## config.mk

```make
export PLATFORM = sky130hd
export DESIGN_NAME = alu_preprocess_pipe
export DESIGN_NICKNAME = d
export VERILOG_FILES = /design/src/rtl/alu_preprocess_pipe.sv
export SDC_FILE = /design/constraint.sdc
export NUM_CORES = 1
export LEC_CHECK = 0
export ABC_CLOCK_PERIOD_IN_PS = 2600
export BUFFER_PORTS_ARGS = -buffer_cell sky130_fd_sc_hd__buf_4
export CAP_MARGIN = 20
export CORE_MARGIN = 5
export CORE_UTILIZATION = 47
export CTS_CLUSTER_DIAMETER = 60
export DETAILED_ROUTE_END_ITERATION = 10
export PLACE_DENSITY = 0.78
export SLEW_MARGIN = 5
export SYNTH_ARGS = -nofsm -noshare
export SYNTH_HDL_FRONTEND = slang
export SYNTH_SLANG_ARGS = --single-unit
```

## constraint.sdc

```tcl
create_clock -name clk -period 2.6 [get_ports clk]
set_input_delay 0.26 -clock clk [delete_from_list [all_inputs] [get_ports clk]]
set_output_delay 0.26 -clock clk [all_outputs]
set_load 0.005 [all_outputs]
```

## src/rtl/alu_preprocess_pipe.sv

```systemverilog
// Operand preprocessor for the ALU datapath.
// Decodes (A, B, Op) into the conditioned adder operands AMod/BMod and the
// carry-in Cin, and queues each result in a 2-entry output buffer so that
// back-pressure from the adder never drops an operation. A held copy of B
// lets later "add held" operations reuse an earlier operand. A sticky flag
// records any accepted illegal opcode.
//
// The buffer is a head/tail pair. The head register always drives the
// outputs, so when the buffer drains it keeps showing the last emitted entry.
module alu_preprocess_pipe #(
  parameter int WIDTH = 4
) (
  input  logic             clk,
  input  logic             rst_n,
  input  logic             in_valid,
  output logic             in_ready,
  input  logic [WIDTH-1:0] A,
  input  logic [WIDTH-1:0] B,
  input  logic [2:0]       Op,
  output logic             out_valid,
  input  logic             out_ready,
  output logic [WIDTH-1:0] AMod,
  output logic [WIDTH-1:0] BMod,
  output logic             Cin,
  output logic [2:0]       OpOut,
  output logic             err
);

  typedef struct packed {
    logic [2:0]       op;
    logic             cin;
    logic [WIDTH-1:0] b;
    logic [WIDTH-1:0] a;
  } entry_t;

  localparam logic [2:0] OP_PASS  = 3'b000;
  localparam logic [2:0] OP_INC   = 3'b001;
  localparam logic [2:0] OP_ADD   = 3'b010;
  localparam logic [2:0] OP_SUB   = 3'b011;
  localparam logic [2:0] OP_NEG   = 3'b100;
  localparam logic [2:0] OP_ADDH  = 3'b101;
  localparam logic [2:0] OP_COMPL = 3'b110;
  localparam logic [2:0] OP_ILL   = 3'b111;

  logic [1:0]       r_count;
  entry_t           r_head;
  entry_t           r_tail;
  logic [WIDTH-1:0] r_bhold;
  logic             r_err;

  entry_t           w_dec;
  logic             w_load_bhold;
  logic             w_illegal;
  logic             w_accept;
  logic             w_emit;

  assign in_ready  = (r_count != 2'd2);
  assign out_valid = (r_count != 2'd0);
  assign w_accept  = in_valid & in_ready;
  assign w_emit    = out_valid & out_ready;

  assign AMod  = r_head.a;
  assign BMod  = r_head.b;
  assign Cin   = r_head.cin;
  assign OpOut = r_head.op;
  assign err   = r_err;

  // Input-side opcode decode into the entry that would be buffered this cycle.
  always_comb begin
    w_dec        = '0;
    w_dec.a      = A;
    w_dec.op     = Op;
    w_load_bhold = 1'b0;
    w_illegal    = 1'b0;
    case (Op)
      OP_PASS: ;
      OP_INC: w_dec.cin = 1'b1;
      OP_ADD: begin
        w_dec.b      = B;
        w_load_bhold = 1'b1;
      end
      OP_SUB: begin
        w_dec.b      = ~B;
        w_dec.cin    = 1'b1;
        w_load_bhold = 1'b1;
      end
      OP_NEG: begin
        w_dec.a   = ~A;
        w_dec.cin = 1'b1;
      end
      OP_ADDH: w_dec.b = r_bhold;
      OP_COMPL: w_dec.a = ~A;
      OP_ILL: begin
        w_dec.a   = '0;
        w_illegal = 1'b1;
      end
      default: ;
    endcase
  end

  // Buffer occupancy and head/tail entry movement.
  always_ff @(posedge clk) begin
    if (!rst_n) begin
      r_count <= 2'd0;
      r_head  <= '0;
      r_tail  <= '0;
    end else begin
      case ({w_accept, w_emit})
        2'b10: begin
          if (r_count == 2'd0) r_head <= w_dec;
          else                 r_tail <= w_dec;
          r_count <= r_count + 2'd1;
        end
        2'b01: begin
          if (r_count == 2'd2) r_head <= r_tail;
          r_count <= r_count - 2'd1;
        end
        // Both at once only happens at count 1: the new entry replaces the head.
        2'b11: r_head <= w_dec;
        default: ;
      endcase
    end
  end

  // Held operand for "add held" and the sticky illegal-op flag.
  always_ff @(posedge clk) begin
    if (!rst_n) begin
      r_bhold <= '0;
      r_err   <= 1'b0;
    end else if (w_accept) begin
      if (w_load_bhold) r_bhold <= B;
      if (w_illegal)    r_err   <= 1'b1;
    end
  end

endmodule

```

==> results of run 1 <==
[critical path: cells and delay by family, from the launching register on]
family | cells | cell delay [ps]
compound gates | 3 | 630
buf+inv | 2 | 300
fa+ha+maj | 1 | 260
flops | 1 | 380
mux | 1 | 300
simple gates | 2 | 440
[cells in the mapped netlist, types with 3 or more instances]
cell       instances  area share [%]
a21boi_0           7             3.3
a21boi_1           4             1.9
and2_1             3             1.2
buf_2              3            0.95
clkbuf_1           7             1.7
dfxtp_1           31              39
ha_1               3             2.4
mux2i_1            8             5.1
nand2_1           21             5.0
nand2b_1          18             7.1
nor2_1            18             4.3
nor2b_1            5             2.0
nor3_1             4             1.3
nor3b_1            9             4.3
o2111ai_1          5             2.8
o211a_1            3             1.9
o21ai_0            6             1.9
o22ai_1            3             1.2
o311ai_1           4             2.2
xnor2_1            5             2.8
[metal layers]
metal | vias up | global-route usage [%] | part of all wire, %
met1 | 610 | 18.84 | 45
met5 | - | 0 | 0
li1 | 677 | - | -
met4 | 0 | 7.444 | 1.8
met3 | 8 | 4.269 | 5.6
met2 | 28 | 26.47 | 48
[report_power, final]
group	internal [W]	switching (W)
clock network	0.000227	0.000175
logic	0.000396	0.000378
registers	0.000610	0.0000747
total	0.00123	0.000627
[area by class of cell]
class                      count  area [sq um]  area share [%]
clock buffer                   6         51.30           2.685
clock inverter                 2         35.03           1.834
inverter                       2         7.507          0.3929
multi-input combinational    135         890.9           46.63
sequential                    31         620.6           32.48
tap                           46         57.56           3.012
timing repair buffer          33         247.7           12.97
[cell families after synthesis]
family | Yosys count | synth area share, %
DFF | 31 | 39.30
and+or+nand+nor | 82 | 27.02
adders and majority gates | 3 | 2.377
xor gates and xnor gates | 7 | 3.883
AOI/OAI and AO/OA | 34 | 17.12
muxes | 9 | 6.022
buffers and inverters | 14 | 4.279
[flip-flops by register name, indices dropped and copies added, names as in the netlist]
name     cells
err          1
Cin          1
r_count      2
AMod         4
r_bhold      4
OpOut        3
r_tail      12
BMod         4
[stage by stage]
stage	total power (W)	worst slack [ps]	utilization, %	hold slack, ps
2_1_floorplan	0.001238	555.7	-	404.9
3_3_place_gp	0.001464	262.3	55.54	450.9
3_5_place_dp	0.001477	248.1	55.54	454.7
4_1_cts	0.001882	204.7	58.17	186.3
5_1_grt	0.002006	66.26	58.17	213.3
6_report	0.001861	215.2	58.17	191.6
[how the worst max path moves through the flow]
stage | end | start | slack [ps] | cells after the start
finish | BMod[1] | r_count[0] | 220 | 9
global route | AMod[0] | r_count[0] | 70 | 9
CTS | BMod[2] | r_count[0] | 200 | 9
detailed placement | OpOut[1] | r_count[0] | 250 | 9
global placement | BMod[2] | r_count[0] | 260 | 9
floorplan | AMod[1] | r_count[0] | 560 | 9
==> summary.md, run 1 <==
| Metric | Value |
|---|---|
| # fillers | `between 300 and 400` |
| Slowest cell on crit path | `o31ai_4` |
| Clk_skew | `3.438 ps` |
| Row cnt | `21` |
| Min-Delay Path Class | `input pin to flip-flop` |
| Cell Area, Synth | `0.001579 sq mm` |
| Die Span X | `67.96 microns` |
| Largest net degree at the start of global routing | `37` |
| Post-Syn Instances | `180` |
| # hold bufs at CTS | `0` |
| Final Max Tran Viols | `0` |
| Commonest non-fill, non-tap cell in the layout | `buf_4` |
| Half-perimeter wire length after placement | `2.239 mm` |
| Routed Antenna Nets | `0` |
| H-tree levels | `2` |
| Initial Util | `48.08%` |
| Power Density | `974.0 mW/mm^2` |
| CTS max path bufs | `2` |
| First-pass GRT wire length | `approximately 5.5 mm` |
| WL per Instance | `12.71 microns` |
| Most frequent cells in the layout | `buf_4 (33), dfxtp_1 (31), nand2_1 (21)` |
| Crit-path max FO | `10` |
| Mean post-synth cell area | `8.772 sq um` |
| Gr ovfl total | `0` |
| Flops & latches, synth | `31` |
| 1st-iter DRT viols | `69` |
| N_diodes | `0` |
| Reg-to-Reg Start | `r_count[0]` |
| Terminating pin of the worst hold path | `r_bhold[0]` |
| I/O pin cnt | `30` |
| Worst-path clk slew | `~100 ps` |
| Achievable clock frequency | `419.3 MHz` |
| Overall fraction of global-route tracks in use | `about 16%` |
| Via count | `~1300` |
| Layout cells sized above 1 | `21.05%` |
| Post-synth cell types | `30` |
| Path type of the worst setup path | `flip-flop to flip-flop` |
| Hold path depth | `3` |
| CORE AREA | `roughly 0.0033 sq mm` |
| RSZ-0062 raised after global routing | `false` |
| Worst Setup Start Kind | `flip-flop` |
| CP peak stage delay | `400 ps` |
| Setup tns final | `0 ps` |
| Slew headroom | `between 60% and 70%` |
| NumNets Final | `226` |
| Period utilization | `around nine tenths` |
| CP required | `approximately 2900 ps` |
| Routed WL | `3.241 mm` |
| Status | `finished clean` |
| FFs w/ async S/R, synth | `0%` |
| Max Cap Violations | `0` |
| Area Growth Syn to Fin | `21.00%` |
| Critical path, cell by cell | `or2_2 -> nand2_1 -> inv_1 -> ha_1 -> mux2_4 -> o31ai_4 -> buf_4 -> o2111ai_1 -> o21ai_0` |
| Worst R2R Setup Slack | `220 ps` |
| DP Area | `0.001824 sq mm` |
| Final Hold Viols | `0` |
| Worst VDD drop | `533.7 uV` |
| Latest clock arrival within the worst-skew pair | `340 ps` |
| Leakage | `0.7905 nW` |
| Syn_nets | `~200` |
| Tightest Pin Transition | `467.0 ps` |
| Post-CTS Setup Inserts | `0` |
| CTS Sinks | `31` |
| Tmin final | `~2400 ps` |
| Initial antenna violation count | `0` |
| Top FF cell, synth | `dfxtp_1` |
| DRT Pass-1 Iters | `4` |
| Inst Count DP | `247` |
| Worst path arrival time | `2650 ps` |
| Die area | `0.004619 sq mm` |
| CTS tree | `built` |
| DRC | `0` |
| R2r worst-path depth | `9` |
| Cell area after layout | `0.001911 sq mm` |
| Vias in the first global route | `~1300` |
| IO Port Bufs | `29` |
| Hold_sp | `B[0]` |
| Vias per cell | `5.188` |
| Post-synth EDFFs | `0` |
| CTS buffer count | `5` |
| Synth Warn # | `0` |
| Crit path capture type | `flip-flop` |
| GPL Wtd Cong | `just over 0.8` |
| Clk root buf | `clkbuf_4` |
| Reg2reg end | `BMod[1]` |
| Final std cells w/o fill | `~260` |
| Register area share after synthesis | `39.30%` |
| CTS resizes | `0` |
| Final Setup Violations | `0` |
| Die H | `67.96 microns` |
No activity file was read; power rests on OpenSTA's default activity.
==> run 2, diff against run 1 <==
--- a/config.mk
+++ b/config.mk
@@ -8,6 +8,7 @@
 export ABC_CLOCK_PERIOD_IN_PS = 2600
 export BUFFER_PORTS_ARGS = -buffer_cell sky130_fd_sc_hd__buf_4
 export CAP_MARGIN = 20
+export CORE_ASPECT_RATIO = 0.5
 export CORE_MARGIN = 5
 export CORE_UTILIZATION = 47
 export CTS_CLUSTER_DIAMETER = 60
==> constraint.sdc (replaced) <==
create_clock -name clk -period 2.6 [get_ports clk]
set_input_delay 0.26 -clock clk [delete_from_list [all_inputs] [get_ports clk]]
set_output_delay 0.26 -clock clk [all_outputs]
set_load 0.1 [all_outputs]
==> run 2 against run 1 <==
  * Total power up 31%
  * Combinational power rose by 78%
  * Utilization grew 2.9 points
  * Cell count down 3.1%
  * Via count grew 1.4%
  * Sequential power rose by 2%
  * Design area down 0.33%
  * Count of clock-buffer cells in the layout rose by 1
  * Register-to-register slack hardly changed
  * Worst hold slack improved by 63 ps
==> summary.md, run 2 (synthesized netlist as in run 1, its figures left out) <==
| Metric | Value |
|---|---|
| Status | `finished clean` |
| Latest clock arrival within the worst-skew pair | `280 ps` |
| Combinational power share | `56.6%` |
| Gr ovfl total | `0` |
| NumNets Final | `224` |
| Row cnt | `14` |
| Crit path capture type | `flip-flop` |
| Worst-path clk slew | `approximately 60 ps` |
| Worst R2R Setup Slack | `about 210 ps` |
| Wl on met1 | `1.692 mm` |
| Worst Setup Start Kind | `flip-flop` |
| Crit-path max FO | `23` |
| Hold path depth | `3` |
| CP required | `around 2800 ps` |
| CTS max path bufs | `2` |
| Vias per cell | `5.433` |
| RSZ-0062 raised after global routing | `false` |
| Initial antenna violation count | `0` |
| Post-CTS Setup Inserts | `0` |
| Clk_skew | `3.899 ps` |
| DRC | `0` |
| N_diodes | `0` |
| Overall fraction of global-route tracks in use | `15.15%` |
| Tightest Pin Transition | `515.1 ps` |
| Inst Count DP | `238` |
| I/O pin cnt | `30` |
| Vias in the first global route | `1255` |
| DR top layer | `met4` |
| Die Span X | `91.97 microns` |
| Achievable clock frequency | `418.3 MHz` |
| H-tree levels | `2` |
| Period utilization | `91.95%` |
| GPL Wtd Cong | `0.7385` |
| IO Port Bufs | `29` |
| Final Setup Violations | `0` |
| Terminating pin of the worst hold path | `r_bhold[1]` |
| Worst VDD drop | `581.3 uV` |
| CTS buffer count | `5` |
| Routed Antenna Nets | `0` |
| Sw power | `0.001240 W` |
| WL per Instance | `14.12 microns` |
| Final std cells w/o fill | `approximately 250` |
| Routed WL | `3.488 mm` |
| Area Growth Syn to Fin | `20.60%` |
| Min-Delay Path Class | `input pin to flip-flop` |
| Tmin final | `2391 ps` |
| Clk root buf | `clkbuf_8` |
| DR WL met2 | `1.572 mm` |
| Max FFs per register | `12` |
| Final Max Tran Viols | `0` |
| DRT Pass-1 Iters | `4` |
| Commonest non-fill, non-tap cell in the layout | `dfxtp_1` |
| Initial Util | `50.64%` |
| Die H | `50.99 microns` |
| Most frequent cells in the layout | `dfxtp_1 (31), buf_4 (30), nand2_1 (21)` |
| Reg-to-Reg Start | `r_count[0]` |
| Via count | `1342` |
| Worst path arrival time | `about 2600 ps` |
| Slew headroom | `65.66%` |
| CORE AREA | `0.003118 sq mm` |
| DP Area | `about 0.0018 sq mm` |
| Most flops, register | `r_tail` |
| Setup tns final | `0 ps` |
| Met3 WL post-DR | `185 microns` |
| CTS Sinks | `31` |
| Power Density | `between 1000 and 1500 mW/mm^2` |
| Hold_sp | `B[1]` |
| Pint | `about 0.0012 W` |
| Clock network power share | `14.7%` |
| # fillers | `267` |
| Max Cap Violations | `0` |
| Path type of the worst setup path | `flip-flop to flip-flop` |
| 1st-iter DRT viols | `89` |
| Leakage | `0.7759 nW` |
| Die area | `between 0.004 and 0.005 sq mm` |
| First-pass GRT wire length | `5.658 mm` |
| R2r worst-path depth | `9` |
| Sw Ratio | `50.90%` |
| Largest net degree at the start of global routing | `37` |
| Reg2reg end | `AMod[1]` |
| Layout cells sized above 1 | `~20%` |
| Sequential power share | `roughly 29%` |
| Final Hold Viols | `0` |
| Half-perimeter wire length after placement | `roughly 2.3 mm` |
| CTS tree | `built` |
| Cell area after layout | `approximately 0.0019 sq mm` |
run 2: repair_timing:
| action | in CTS | in global routing |
|---|---|---|
| hold buffers | 0 | 0 |
| gates resized for setup | 0 | 2 |
| endpoints found under the setup margin | 0 | 11 |
run 2: critical path, cell delays in order, from the launching register on:
cell	delay, ps
dfxtp_1	420
or2_2	350
nand2_1	130
inv_1	60
ha_1	210
buf_4	220
or3_4	430
o31ai_4	150
o311ai_1	180
a21boi_1	160
run 2: layout make-up:
cell class                 count  area (sq um)  area share [%]
tap                           40         50.05           2.628
multi-input combinational    136         919.6           48.29
sequential                    31         620.6           32.59
clock inverter                 1         5.005          0.2628
inverter                       2         7.507          0.3942
timing repair buffer          30         225.2           11.83
clock buffer                   7         76.32           4.008
run 2: worst max-delay path by stage:
stage                           from      end  slack [ps]
final                     r_count[0]  AMod[1]         210
after global routing      r_count[0]  AMod[3]           3
after CTS                 r_count[0]  AMod[1]          70
after detailed placement  r_count[0]  AMod[1]          90
after global placement    r_count[0]  AMod[1]         210
after floorplan           r_count[0]  AMod[1]         250
run 2: metrics by stage:
stage	util [%]	hold slack, ps	total power, W	setup slack (ps)
2_1_floorplan	-	404.9	0.001817	249.3
3_3_place_gp	57.62	449.9	0.002003	211.7
3_5_place_dp	57.62	454.6	0.002027	87.16
4_1_cts	60.23	249.1	0.002389	74.10
5_1_grt	61.08	257.9	0.002581	2.603
6_report	61.08	254.2	0.002435	209.3
run 2: metal layers:
layer  up-vias  GRT usage [%]
met3         5          4.985
met5         -              0
met2        30          24.15
li1        675              -
met4         0          4.433
met1       632          19.82
run 2: power groups by stage:
stage	Combinational [W]	Sequential (W)	Clock, W
6_report	0.00138	0.000697	0.000359
5_1_grt	0.00147	0.000717	0.000399
4_1_cts	0.00133	0.000691	0.000368
3_5_place_dp	0.00133	0.000701	0
3_3_place_gp	0.00131	0.000693	0
2_1_floorplan	0.000670	0.00115	0
==> run 3, diff against run 2 <==
--- a/config.mk
+++ b/config.mk
@@ -13,6 +13,7 @@
 export CORE_UTILIZATION = 47
 export CTS_CLUSTER_DIAMETER = 60
 export DETAILED_ROUTE_END_ITERATION = 10
+export GPL_TIMING_DRIVEN = 0
 export PLACE_DENSITY = 0.78
 export SLEW_MARGIN = 5
 export SYNTH_ARGS = -nofsm -noshare
==> run 3 against run 2 <==
  * Count of clock-buffer cells in the layout is 1 higher
  * Clock power is 14% higher
  * Clock skew is 1.5 ps higher
  * Largest cell class unchanged
  * Largest power group unchanged
  * Total power is 3.2% higher
  * Wire length is 9.9% higher
  * Sequential share of layout area is 0.63 points lower
  * Cell count is 3.6% higher
==> summary.md, run 3 (synthesized netlist as in run 1, its figures left out) <==
| Metric | Value |
|---|---|
| Status | `finished clean` |
| Tightest Pin Transition | `approximately 580 ps` |
| CP required | `2810 ps` |
| I/O pin cnt | `30` |
| Period utilization | `89.29%` |
| Reg-to-Reg Start | `r_count[1]` |
| Gr ovfl total | `0` |
| CTS Sinks | `31` |
| Setup tns final | `0 ps` |
| Achievable clock frequency | `430.7 MHz` |
| IO Port Bufs | `28` |
| Final Max Tran Viols | `0` |
| Die Span X | `approximately 92 microns` |
| Max Cap Violations | `0` |
| Layout cells sized above 1 | `20.37%` |
| Routed Antenna Nets | `0` |
| GPL Wtd Cong | `about 0.8` |
| DRT Pass-1 Iters | `4` |
| Hold path depth | `3` |
| CTS resizes | `0` |
| Final Setup Violations | `0` |
| Commonest non-fill, non-tap cell in the layout | `dfxtp_1` |
| Area Growth Syn to Fin | `22.98%` |
| Worst-path clk slew | `60 ps` |
| Max FFs per register | `12` |
| Initial Util | `between 50% and 60%` |
| Crit path capture type | `flip-flop` |
| CTS buffer count | `5` |
| Leakage | `0.8000 nW` |
| Initial antenna violation count | `0` |
| WL per Instance | `14.98 microns` |
| Setup ws final | `278.5 ps` |
| CTS max path bufs | `2` |
| Vias per cell | `5.523` |
| Post-CTS Setup Inserts | `0` |
| Tmin final | `2322 ps` |
| Vias in the first global route | `1369` |
| Worst hold slack | `257.4 ps` |
| H-tree levels | `2` |
| Worst R2R Setup Slack | `280 ps` |
| Row cnt | `14` |
| Routed WL | `about 3.8 mm` |
| Overall fraction of global-route tracks in use | `between 10% and 20%` |
| Latest clock arrival within the worst-skew pair | `280 ps` |
| Final core utilization | `62.28%` |
| Clk_skew | `roughly 5.4 ps` |
| N_diodes | `0` |
| RSZ-0062 raised after global routing | `false` |
| 1st-iter DRT viols | `138` |
| # hold bufs at CTS | `0` |
| Terminating pin of the worst hold path | `r_bhold[0]` |
| DRC | `0` |
| Crit-path max FO | `10` |
| Path type of the worst setup path | `flip-flop to flip-flop` |
| Most flops, register | `r_tail` |
| Die H | `50.99 microns` |
| Pre-CTS worst setup slack | `around 280 ps` |
| Slew headroom | `61.42%` |
| First-pass GRT wire length | `about 6.3 mm` |
| Die area | `0.004689 sq mm` |
| CORE AREA | `roughly 0.0031 sq mm` |
| Via count | `1414` |
| R2r worst-path depth | `9` |
| Worst VDD drop | `approximately 480 uV` |
| Min-Delay Path Class | `input pin to flip-flop` |
| Final Hold Viols | `0` |
| Worst Setup Start Kind | `flip-flop` |
| Most frequent cells in the layout | `dfxtp_1 (31), buf_4 (29), nand2_1 (21)` |
| Largest net degree at the start of global routing | `11` |
| Half-perimeter wire length after placement | `about 2.8 mm` |
| Reg2reg end | `AMod[1]` |
| NumNets Final | `233` |
| Power Density | `1294 mW/mm^2` |
| Clk root buf | `clkbuf_8` |
| Worst path arrival time | `~2500 ps` |
| Hold_sp | `B[0]` |
| CTS tree | `built` |
==> run 3: cell count changes in the layout (fill, tap and decap cells not counted) <==
| cell | change |
|---|---|
| clkbuf_8 | +2 |
| buf_6 | +1 |
| clkinv_2 | -1 |
| buf_4 | -1 |
| buf_2 | +3 |
| or3_1 | +1 |
| o31ai_4 | -1 |
| clkbuf_1 | +6 |
| or3_4 | -1 |
==> run 3: per-stage QoR <==
stage / area, sq um / instances / power (W)
detailed placement: 1842 / 248 / 0.002103
global placement: 1842 / 248 / 0.002070
finish: 1942 / 256 / 0.002513
floorplan: 1582 / 180 / 0.001817
global route: 1942 / 256 / 0.002638
CTS: 1942 / 256 / 0.002519
==> run 3: final cells by class <==
cell class,instances,area [sq um]
well taps,40,50.05
flip-flops and latches,31,620.6
fillers,270,1176
clock buffers,8,100.1
repair buffers,28,210.2
plain buffers,12,60.06
inverters,2,7.507
multi-input cells,135,893.4
==> run 3: critical path, cell delays in order (launching register included) <==
cell and delay [ps]:
dfxtp_1 360, or2_2 340, nand2_1 120, inv_1 60, ha_1 280, mux2_4 310
o31ai_4 290, buf_6 200, o311ai_1 100, a21boi_1 180
==> run 3: worst max-delay path by stage <==
stage / endpoint / depth (start not counted) / slack, ps / startpoint
after floorplan: AMod[1] / 8 / 250 / r_count[0]
after global placement: AMod[1] / 9 / 380 / r_count[0]
after detailed placement: AMod[1] / 9 / 280 / r_count[0]
after CTS: AMod[1] / 9 / 260 / r_count[0]
after global routing: BMod[3] / 9 / 90 / r_count[0]
final: AMod[1] / 9 / 280 / r_count[1]
==> run 3: report_power, final <==
part,leakage [nW],internal (W),switching [W],total (W)
Clock,0.0515,0.000241,0.000168,0.000410
Combinational,0.495,0.000417,0.000995,0.00141
Sequential,0.254,0.000612,0.0000797,0.000692
==> run 3: layer usage <==
metal | share of wire (%) | GRT usage [%] | vias to the layer above
li1 | - | - | 691
met1 | 46 | 20.87 | 680
met2 | 48 | 29.47 | 37
met3 | 4.5 | 4.252 | 6
met4 | 1.4 | 7.143 | 0
met5 | 0 | 0 | -
